## src/rtl/pipe_skid_reg_pkg.sv

```systemverilog
// pipe_skid_reg_pkg -- shared types and constants for the pipeline skid register.
//   state_e : fill state of the register (EMPTY / BUSY / FULL)
//   OCC_W   : width of the occupancy report (counts 0..2 held entries)
//   ID_EX_W : payload width of the ID/EX bundle, the default payload width
package pipe_skid_reg_pkg;

  typedef enum logic [1:0] {
    EMPTY = 2'd0,
    BUSY  = 2'd1,
    FULL  = 2'd2
  } state_e;

  localparam int OCC_W   = 2;
  localparam int ID_EX_W = 42;

endpackage

```

## src/rtl/pipe_skid_reg_if.sv

```systemverilog
// pipe_skid_reg_if -- valid/ready handshake bundle around one pipeline register.
//   in_valid/in_ready/in_data    : upstream side (producer -> register)
//   out_valid/out_ready/out_data : downstream side (register -> consumer)
//   modport slave  : the register itself
//   modport master : the surrounding stages (or a testbench) driving it
interface pipe_skid_reg_if import pipe_skid_reg_pkg::*; #(
  parameter int PAYLOAD_W = ID_EX_W
);

  logic                 in_valid;
  logic                 in_ready;
  logic [PAYLOAD_W-1:0] in_data;
  logic                 out_valid;
  logic                 out_ready;
  logic [PAYLOAD_W-1:0] out_data;

  modport slave (
    input  in_valid, in_data, out_ready,
    output in_ready, out_valid, out_data
  );

  modport master (
    output in_valid, in_data, out_ready,
    input  in_ready, out_valid, out_data
  );

endinterface

```

## src/rtl/pipe_sat_counter.sv

```systemverilog
// pipe_sat_counter -- saturating up-counter.
//   clk    : clock, counts on rising edge
//   reset  : asynchronous, active-low clear
//   enable : count this cycle
//   count  : current value, sticks at all-ones instead of wrapping
module pipe_sat_counter #(
  parameter int CNT_W = 8
) (
  input  logic             clk,
  input  logic             reset,
  input  logic             enable,
  output logic [CNT_W-1:0] count
);

  // Count enabled cycles; once all-ones is reached the value is held.
  always_ff @(posedge clk or negedge reset) begin
    if (!reset) begin
      count <= '0;
    end else if (enable && (count != {CNT_W{1'b1}})) begin
      count <= count + CNT_W'(1);
    end
  end

endmodule

```

## src/rtl/pipe_skid_reg.sv

```systemverilog
// pipe_skid_reg -- pipeline register with valid/ready handshake.
//   SKID=1 : two-entry skid buffer (main + skid), in_ready is a flop output
//   SKID=0 : single entry, in_ready = !out_valid || out_ready
// Ports:
//   clk, reset (async, active-low)
//   bus       : handshake bundle (slave side)
//   flush     : synchronous kill of all held entries
//   occupancy : number of held entries (0..2)
//   stall_cnt : saturating count of cycles with out_valid=1, out_ready=0
module pipe_skid_reg import pipe_skid_reg_pkg::*; #(
  parameter int PAYLOAD_W = ID_EX_W,
  parameter int SKID      = 1,
  parameter int CNT_W     = 8
) (
  input  logic             clk,
  input  logic             reset,
  pipe_skid_reg_if.slave   bus,
  input  logic             flush,
  output logic [OCC_W-1:0] occupancy,
  output logic [CNT_W-1:0] stall_cnt
);

  state_e               state_q, state_d;
  logic [PAYLOAD_W-1:0] main_q, skid_q;
  logic                 rdy_q;
  logic                 in_ready, out_valid;
  logic                 in_xfer, out_xfer;
  logic                 load_main, load_skid, skid_to_main;

  assign out_valid = (state_q != EMPTY);

  // In SKID=0 mode rdy_q only says "out of reset"; readiness then follows
  // the downstream side combinationally.
  assign in_ready = (SKID != 0) ? rdy_q : (rdy_q && (!out_valid || bus.out_ready));

  assign in_xfer  = bus.in_valid && in_ready;
  assign out_xfer = out_valid && bus.out_ready;

  assign bus.in_ready  = in_ready;
  assign bus.out_valid = out_valid;
  assign bus.out_data  = main_q;

  // Next-state and data-steering decisions. Flush wins over everything and
  // leaves the data registers untouched, so an input accepted alongside a
  // flush is simply dropped.
  always_comb begin
    state_d      = state_q;
    load_main    = 1'b0;
    load_skid    = 1'b0;
    skid_to_main = 1'b0;
    if (flush) begin
      state_d = EMPTY;
    end else begin
      unique case (state_q)
        EMPTY: begin
          if (in_xfer) begin
            state_d   = BUSY;
            load_main = 1'b1;
          end
        end
        BUSY: begin
          if (in_xfer && out_xfer) begin
            load_main = 1'b1;
          end else if (out_xfer) begin
            state_d = EMPTY;
          end else if (in_xfer && (SKID != 0)) begin
            state_d   = FULL;
            load_skid = 1'b1;
          end
        end
        FULL: begin
          if (out_xfer) begin
            state_d      = BUSY;
            skid_to_main = 1'b1;
          end
        end
        default: state_d = EMPTY;
      endcase
    end
  end

  // State register plus the registered ready; ready is computed from the
  // next state so it is valid in the same cycle the state is.
  always_ff @(posedge clk or negedge reset) begin
    if (!reset) begin
      state_q <= EMPTY;
      rdy_q   <= 1'b0;
    end else begin
      state_q <= state_d;
      rdy_q   <= (state_d != FULL);
    end
  end

  // Payload registers only change when a payload is accepted or moves up.
  always_ff @(posedge clk or negedge reset) begin
    if (!reset) begin
      main_q <= '0;
      skid_q <= '0;
    end else begin
      if (load_main) begin
        main_q <= bus.in_data;
      end else if (skid_to_main) begin
        main_q <= skid_q;
      end
      if (load_skid) begin
        skid_q <= bus.in_data;
      end
    end
  end

  // Occupancy decoded straight from the state.
  always_comb begin
    occupancy = '0;
    unique case (state_q)
      EMPTY:   occupancy = OCC_W'(0);
      BUSY:    occupancy = OCC_W'(1);
      FULL:    occupancy = OCC_W'(2);
      default: occupancy = OCC_W'(0);
    endcase
  end

  pipe_sat_counter #(
    .CNT_W (CNT_W)
  ) u_stall_cnt (
    .clk    (clk),
    .reset  (reset),
    .enable (out_valid && !bus.out_ready),
    .count  (stall_cnt)
  );

endmodule

```

## src/flat_wrapper.sv

```systemverilog
// flat-port wrapper written by rule: the top's interface ports become plain ports
module pipe_skid_reg_flat import pipe_skid_reg_pkg::*;
#(
  parameter int PAYLOAD_W = ID_EX_W,
  parameter int SKID      = 1,
  parameter int CNT_W     = 8
)
  (clk, reset, flush, occupancy, stall_cnt, bus_in_valid, bus_in_data, bus_out_ready, bus_in_ready, bus_out_valid, bus_out_data);
  pipe_skid_reg_if #(.PAYLOAD_W(PAYLOAD_W)) bus_i ();
  input  logic clk;
  input  logic reset;
  input  logic flush;
  output logic [OCC_W-1:0] occupancy;
  output logic [CNT_W-1:0] stall_cnt;
  input wire logic [$bits(bus_i.in_valid)-1:0] bus_in_valid;
  input wire logic [$bits(bus_i.in_data)-1:0] bus_in_data;
  input wire logic [$bits(bus_i.out_ready)-1:0] bus_out_ready;
  output wire logic [$bits(bus_i.in_ready)-1:0] bus_in_ready;
  output wire logic [$bits(bus_i.out_valid)-1:0] bus_out_valid;
  output wire logic [$bits(bus_i.out_data)-1:0] bus_out_data;
  assign bus_i.in_valid = bus_in_valid;
  assign bus_i.in_data = bus_in_data;
  assign bus_i.out_ready = bus_out_ready;
  assign bus_in_ready = bus_i.in_ready;
  assign bus_out_valid = bus_i.out_valid;
  assign bus_out_data = bus_i.out_data;
  pipe_skid_reg #(.PAYLOAD_W(PAYLOAD_W), .SKID(SKID), .CNT_W(CNT_W)) u_core (.clk(clk), .reset(reset), .bus(bus_i), .flush(flush), .occupancy(occupancy), .stall_cnt(stall_cnt));
endmodule
```

## config.mk

```make
export PLATFORM = sky130hd
export DESIGN_NAME = pipe_skid_reg_flat
export DESIGN_NICKNAME = d
export VERILOG_FILES = /design/src/rtl/pipe_skid_reg_pkg.sv /design/src/rtl/pipe_skid_reg_if.sv /design/src/rtl/pipe_sat_counter.sv /design/src/rtl/pipe_skid_reg.sv /design/src/flat_wrapper.sv
export SDC_FILE = /design/constraint.sdc
export NUM_CORES = 1
export LEC_CHECK = 0
export ABC_AREA = 1
export CAP_MARGIN = 20
export CORE_MARGIN = 5
export CORE_UTILIZATION = 45
export CTS_BUF_LIST = sky130_fd_sc_hd__clkbuf_8
export CTS_CLUSTER_SIZE = 40
export DETAILED_ROUTE_END_ITERATION = 12
export DONT_BUFFER_PORTS = 1
export PLACE_DENSITY = 0.72
export REMOVE_ABC_BUFFERS = 1
export SYNTH_ARGS = -nofsm -noshare
export SYNTH_HDL_FRONTEND = slang
export SYNTH_SLANG_ARGS = --single-unit
```

## constraint.sdc

```tcl
create_clock -name clk -period 1.2 [get_ports clk]
set_input_delay 0 -clock clk [delete_from_list [all_inputs] [get_ports clk]]
set_output_delay 0 -clock clk [all_outputs]
set_load 0.02 [all_outputs]
```

==> results.py, run 1 <==
metrics = {
    "layout": {
        "fillers": 792,
        "seqCellArea_sq_um": 2380,
        "multi_input_area_sq_um": 1680,
        "layout_commonest_cell": "nand2_1",
        "layout_common_cells": "nand2_1 (101), dfrtp_1 (92), nand3_1 (87)",
        "insertedDiodeCount": 0,
        "drive_gt1_share_pct": 17.8,
        "utilization_pct": 60.4,
        "syn_to_final_growth_pct": 30.7,
        "layout.nets": 611,
    },
    "floorplanning": {
        "ioPinCount": 101,
        "start_util_pct": 46.2,
        "fp.dieH_um": 107,
        "core_area_sq_um": 9240,
        "fp.dieW_um": 107,
        "fp-row-count": 35,
        "die-area_sq_um": 11500,
    },
    "synth": {
        "synth_mux_area_share_pct": 0,
        "yosysSeqAreaShare_pct": 55.7,
        "ys_types": 20,
        "synth-simple-area-share_pct": 29.3,
        "netlist_instances": 501,
        "synth_top_family_by_area": "simple AND/OR/NAND/NOR gates",
        "syn_area_sq_um": 4270,
        "synth_xor_area_share_pct": 0.615,
        "yosysWarnings": 0,
        "yosys_register_bits": 95,
        "synth_compound_area_share_pct": 5.54,
        "avgSynthCellArea_sq_um": 8.52,
        "synthAdderAreaFrac_pct": 0.293,
    },
    "critical_path": {
        "critPathTopFamily": "flip-flops",
        "rr_startpoint": "u_core.state_q[1]",
        "worst-path-buf-inv": 3,
        "cp_data_arrival_time_ns": 1.52,
        "startpoint_type": "flop",
        "path_cells": "inv_2 -> nor2_4 -> nand2_4 -> inv_8 -> clkbuf_16 -> nand2_1 -> nand3_1",
        "slowest_delay_ns": 0.44,
        "startpoint": "u_core.state_q[1]",
        "setup.worst_path.class": "reg -> reg",
        "worstReg2RegEnd": "u_core.bus.out_data[40]",
        "rr_worst_depth": 7,
        "required_ns": 1.45,
        "path_max_fanout": 6,
        "slowest_stage": "dfrtp_2",
        "crit_path_end_kind": "flop",
        "r2r_slack_ns": -0.07,
    },
    "run": {
        "drv_cap": 0,
    },
    "placement": {
        "place_congestion": 0.753,
        "numPortBuffers": 0,
        "pre_cts_slack_ns": -0.0765,
        "dp_hpwl_mm": 6.95,
    },
    "routing": {
        "wire_per_inst_um": 17.3,
        "vias_per_cell": 5.33,
        "dr.pass1.iters": 5,
        "detail-route-antenna-nets": 0,
        "drc": 0,
        "vias": 3716,
        "postRouteWirelength_mm": 12.0,
        "drt-initial-drc-count": 285,
    },
    "clocking": {
        "htree_levels": 3,
        "cts_tree": "built",
        "path_clk_slew_ns": 0.09,
        "clock_path_buffers": 2,
        "ctsHoldBuffers": 45,
        "cts_root_buf": "clkbuf_8",
        "numCtsBuffers": 9,
        "clock_latency_ns": 0.36,
        "cts.sinks": 95,
    },
    "outcome": {
        "violations": "hold timing, setup timing",
        "status": "finished with violations",
    },
    "timing": {
        "rsz0062_at_grt": "yes",
        "final.setup.worst_slack_ns": -0.0689,
        "tightest_slew_ns": 0.261,
        "setup_viol": 87,
        "fmax_mhz": 788,
        "hold_slack_ns": -0.682,
        "tns_ns": -3.04,
        "slew_violations": 0,
        "max_slew_margin_pct": 82.6,
        "finalCritPeriodShare_pct": 106,
        "finalHoldViolCount": 95,
        "min_period_ns": 1.27,
        "fin_skew_ns": 0.00875,
    },
    "power": {
        "power_frac_seq_pct": 56.1,
        "p_leak_nw": 2.68,
        "clock_power_share_pct": 24.9,
        "switchingPower_mw": 2.77,
        "switching_share_pct": 33.1,
        "p_int_mw": 5.59,
        "vdd_drop_max_mv": 0.858,
        "power_frac_comb_pct": 19.0,
        "power.density_nw_per_um2": 1500,
    },
    "grt": {
        "grt_overflow_total": 0,
        "grt_usage_pct": 20.2,
        "grt_max_degree": 96,
        "grt_pass1_vias": 3640,
        "antenna_found_initial": 0,
        "grt_first_pass_wirelength_mm": 18.4,
    },
    "min_path": {
        "hp-class": "in -> async",
    },
}
[cells in the mapped netlist]
cell,n,area share (%)
nand2_1,120,11
dfrtp_1,95,56
nand3_1,90,11
inv_1,48,4.2
nand4_1,43,6.3
o21ai_1,42,4.9
buf_2,14,1.6
clkbuf_1,14,1.2
nor2_1,9,0.79
inv_2,7,0.62
buf_4,5,0.88
nand2_2,3,0.44
xnor2_1,3,0.62
o21ai_0,2,0.23
a21oi_2,1,0.21
ha_1,1,0.29
nand3_2,1,0.23
nor2_2,1,0.15
nor2_4,1,0.26
o21bai_1,1,0.18
[state kept, by name, summed over array words and instances, names as in the netlist]
signal / count
u_core.bus.out_data: 42
u_core.skid_q: 42
u_core.u_stall_cnt.count: 8
u_core.state_q: 2
u_core.bus.in_ready: 1
[per-stage QoR]
stage | hold slack [ns] | cell area, sq um | instances | power [mW]
after floorplan | -0.296 | 4110 | 468 | 5.47
after global placement | -0.294 | 4590 | 628 | 5.89
after detailed placement | -0.293 | 4590 | 628 | 5.99
after CTS | -0.706 | 5320 | 691 | 8.25
after global routing | -0.717 | 5580 | 697 | 8.81
final | -0.682 | 5580 | 697 | 8.35
[power by group through the flow]
| stage | sequential [mW] | clock [mW] | combinational, mW |
|---|---|---|---|
| 2_1_floorplan | 4.67 | 0 | 0.800 |
| 3_3_place_gp | 4.68 | 0 | 1.21 |
| 3_5_place_dp | 4.71 | 0 | 1.28 |
| 4_1_cts | 4.66 | 2.13 | 1.46 |
| 5_1_grt | 4.78 | 2.25 | 1.78 |
| 6_report | 4.69 | 2.08 | 1.58 |
[final cells by class]
class | count | area share, %
Sequential cell | 95 | 42.7
Multi-Input combinational cell | 319 | 30.1
Timing Repair Buffer | 83 | 16.9
Inverter | 55 | 3.97
Tap cell | 129 | 2.89
Clock buffer | 9 | 2.22
Clock inverter | 7 | 1.19
[how the worst max path moves through the flow]
| stage | slack [ns] | to | depth (start not counted) |
|---|---|---|---|
| 6_report | -0.07 | u_core.bus.out_data[40] | 7 |
| 5_1_grt | -0.13 | u_core.bus.out_data[9] | 6 |
| 4_1_cts | -0.08 | u_core.skid_q[30] | 5 |
| 3_5_place_dp | -0.08 | u_core.bus.out_data[40] | 7 |
| 3_3_place_gp | -0.04 | u_core.bus.out_data[22] | 7 |
| 2_1_floorplan | -1.19 | u_core.skid_q[0] | 3 |
[layer usage]
metal	up-vias	track usage, %	routed length [um]
met2	128	34.8	6150
met1	1783	24.5	4850
li1	1795	-	-
met3	10	6.18	939
met4	0	5.50	89
met5	-	0	0
[worst reg2reg max path: stages (launching register included)]
cell and delay [ns]:
dfrtp_2 0.44, inv_2 0.12, nor2_4 0.06, nand2_4 0.16, inv_8 0.08, clkbuf_16 0.17
nand2_1 0.06, nand3_1 0.08
[cells by family after synthesis]
| group | count (synthesis) |
|---|---|
| adders and majority gates | 1 |
| xor gates and xnor gates | 3 |
| AOI/OAI and AO/OA | 46 |
| and+or+nand+nor | 268 |
| DFF | 95 |
| buffers and inverters | 88 |
[timing repair]
| action | in CTS | in global routing |
|---|---|---|
| gates cloned | 1 | 6 |
| setup endpoints to repair | 77 | 98 |
| resized for setup | 22 | 41 |
| hold endpoints to repair | 190 | 95 |
| pin swaps | 3 | 10 |
| setup buffers | 1 | 0 |
Note: power is estimated with default switching activity, not from simulation.
==> run 2, diff against run 1 <==
--- a/config.mk
+++ b/config.mk
@@ -13,8 +13,10 @@
 export CTS_CLUSTER_SIZE = 40
 export DETAILED_ROUTE_END_ITERATION = 12
 export DONT_BUFFER_PORTS = 1
+export GPL_ROUTABILITY_DRIVEN = 0
 export PLACE_DENSITY = 0.72
 export REMOVE_ABC_BUFFERS = 1
 export SYNTH_ARGS = -nofsm -noshare
 export SYNTH_HDL_FRONTEND = slang
+export SYNTH_HIERARCHICAL = 1
 export SYNTH_SLANG_ARGS = --single-unit
==> constraint.sdc (replaced) <==
create_clock -name clk -period 1.2 [get_ports clk]
set_input_delay 0 -clock clk [delete_from_list [all_inputs] [get_ports clk]]
set_output_delay 0 -clock clk [all_outputs]
set_load 0.1 [all_outputs]
==> results.py, run 2 <==
metrics = {
    "critical_path": {
        "startpoint_type": "flop",
        "r2r_slack_ns": -0.26,
        "path_cells": "inv_4 -> nand4_1 -> buf_6 -> clkbuf_16 -> buf_12 -> o21ai_2 -> nand2_1 -> nand2_1",
        "slowest_stage": "dfrtp_2",
        "crit_path_end_kind": "flop",
        "path_max_fanout": 6,
        "setup.worst_path.class": "reg -> reg",
        "worst_path_most_repeated_cell": "nand2_1",
        "required_ns": 1.50,
        "cp_data_arrival_time_ns": 1.77,
        "slowest_delay_ns": 0.46,
    },
    "placement": {
        "dp_hpwl_mm": 7.20,
        "numPortBuffers": 0,
    },
    "layout": {
        "syn_to_final_growth_pct": 45.7,
        "fillers": 815,
        "drive_gt1_share_pct": 31.3,
        "layout_common_cells": "nand2_1 (148), inv_1 (93), dfrtp_1 (91)",
        "insertedDiodeCount": 0,
        "layout.nets": 753,
        "layout_commonest_cell": "nand2_1",
    },
    "synth": {
        "yosysWarnings": 6,
        "async_reset_ff_share_pct": 100,
        "yosys.area.top_type_share_pct": 50.4,
        "yosysSeqAreaShare_pct": 50.4,
        "yosys_register_bits": 95,
        "avgSynthCellArea_sq_um": 8.01,
        "synthTopCellsByArea": "dfrtp_1 (50%), nand2_1 (13%), nand3_1 (9.3%)",
        "yosys.area.top_type": "dfrtp_1",
        "netlist_instances": 589,
        "synth_edf_count": 0,
        "synth_most_common_cell": "nand2_1",
        "synth_common_cells": "nand2_1 (158), dfrtp_1 (95), inv_1 (94), nand3_1 (88), o21ai_0 (41)",
        "ys_types": 28,
        "dominantRegCellSynth": "dfrtp_1",
        "syn_area_sq_um": 4720,
    },
    "clocking": {
        "cts_root_buf": "clkbuf_8",
        "path_clk_slew_ns": 0.10,
        "clock_path_buffers": 2,
        "numCtsBuffers": 9,
        "cts.sinks": 95,
        "clock_latency_ns": 0.36,
        "cts_tree": "built",
        "htree_levels": 3,
        "ctsHoldBuffers": 45,
    },
    "timing": {
        "max_slew_margin_pct": 80.7,
        "final.setup.worst_slack_ns": -0.262,
        "hold_slack_ns": -0.685,
        "fmax_mhz": 684,
        "rsz0062_at_grt": "yes",
        "setup_viol": 92,
        "fin_skew_ns": 0.00676,
        "slew_violations": 0,
        "finalHoldViolCount": 95,
        "finalCritPeriodShare_pct": 122,
        "tns_ns": -17.81,
        "min_period_ns": 1.46,
        "tightest_slew_ns": 0.292,
    },
    "floorplanning": {
        "ioPinCount": 101,
        "fp.dieW_um": 112,
        "fp-row-count": 37,
        "core_area_sq_um": 10300,
        "die-area_sq_um": 12600,
        "start_util_pct": 45.9,
        "fp.dieH_um": 112,
    },
    "routing": {
        "postRouteWirelength_mm": 13.6,
        "drc": 0,
        "dr.pass1.iters": 5,
        "vias": 4349,
        "vias_per_cell": 5.14,
        "drt-initial-drc-count": 290,
        "wire_per_inst_um": 16.1,
        "detail-route-antenna-nets": 0,
    },
    "grt": {
        "grt_pass1_vias": 4357,
        "grt_max_degree": 96,
        "grt_usage_pct": 20.6,
        "antenna_found_initial": 0,
        "grt_overflow_total": 0,
        "grt_first_pass_wirelength_mm": 21.4,
    },
    "power": {
        "power.density_nw_per_um2": 1800,
        "p_leak_nw": 3.46,
        "vdd_drop_max_mv": 1.15,
    },
    "outcome": {
        "violations": "hold timing, setup timing",
        "status": "finished with violations",
    },
    "min_path": {
        "hp-class": "in -> async",
    },
    "run": {
        "drv_cap": 0,
    },
}
run 2: cell types whose count changed after synthesis, sizes merged, moves of 2 or more:
| cell | previous run | this run |
|---|---|---|
| nor3 | 0 | 2 |
| inv | 55 | 97 |
| nand2 | 123 | 161 |
| nor2 | 11 | 16 |
| buf | 19 | 21 |
| o21ai | 44 | 86 |
| nand3 | 91 | 88 |
| nand4 | 43 | 2 |
| xnor2 | 3 | 1 |
| a21oi | 1 | 3 |
run 2: metrics by stage:
step                      std cells  worst slack [ns]  power [mW]  area, sq um  util [%]
after floorplan                 554             -2.59        7.99         4500         -
after global placement          767            -0.193        8.96         5360      52.1
after detailed placement        767            -0.259        9.08         5360      52.1
after CTS                       837            -0.192        12.1         6450      62.7
after global routing            846            -0.295        13.0         6870      66.9
final                           846            -0.262        12.4         6870      66.9
run 2: cells by family after synthesis:
group           after synthesis  synth area share [%]
compound gates               89                  11.4
xor+xnor                      2                 0.371
fa+ha+maj                     1                 0.265
buf+inv                     132                  12.4
flops                        95                  50.4
simple gates                270                  25.2
run 2: timing repair:
action / 4_1_cts / 5_1_grt
endpoints found under the hold margin: 183 / 95
endpoints found under the setup margin: 97 / 99
gates cloned: 7 / 6
setup buffers: 2 / 5
pin swaps: 15 / 34
resized for setup: 68 / 86
run 2: worst paths after layout:
path	startpoint	end	cells after the start
worst max-delay path	u_core/state_q[0]	u_core/bus.out_data[31]	8
worst min-delay path	reset	u_core/bus.out_data[5]	0
worst max register to register	u_core/state_q[0]	u_core/bus.out_data[31]	8
worst min register to register	u_core/skid_q[33]	u_core/skid_q[33]	2
max in group asynchronous	reset	u_core/u_stall_cnt/count[2]	0
min in group clk	flush	u_core/bus.out_data[2]	5
run 2: power breakdown:
group	internal (mW)	total [mW]	switching (mW)	leakage [nW]
logic	1.37	5.21	3.84	2.18
registers	3.94	4.44	0.498	1.15
clock network	1.58	2.75	1.16	0.131
run 2: layout make-up:
type,count,area (sq um),share of cell area [%]
multi-input combinational,362,2100,30.6
timing repair buffer,140,1580,23.0
clock buffer,9,124,1.80
inverter,97,377,5.48
clock inverter,7,136,1.98
sequential,95,2380,34.7
tap,136,170,2.48
run 2: worst max-delay path: cells and delay by family (launching register included):
kind,cells,cell delay (ns)
buffers and inverters,4,0.56
DFF,1,0.46
and+or+nand+nor,3,0.27
AOI/OAI and AO/OA,1,0.11
run 2: metal layers:
metal  part of all wire (%)  vias to the layer above  global-route usage (%)  wire, um
li1                       -                     2078                       -         -
met1                     43                     2101                    27.3      5800
met2                     51                      152                    34.8      6890
met3                    5.4                       18                    3.40       729
met4                    1.4                        0                    6.57       189
met5                      0                        -                       0         0
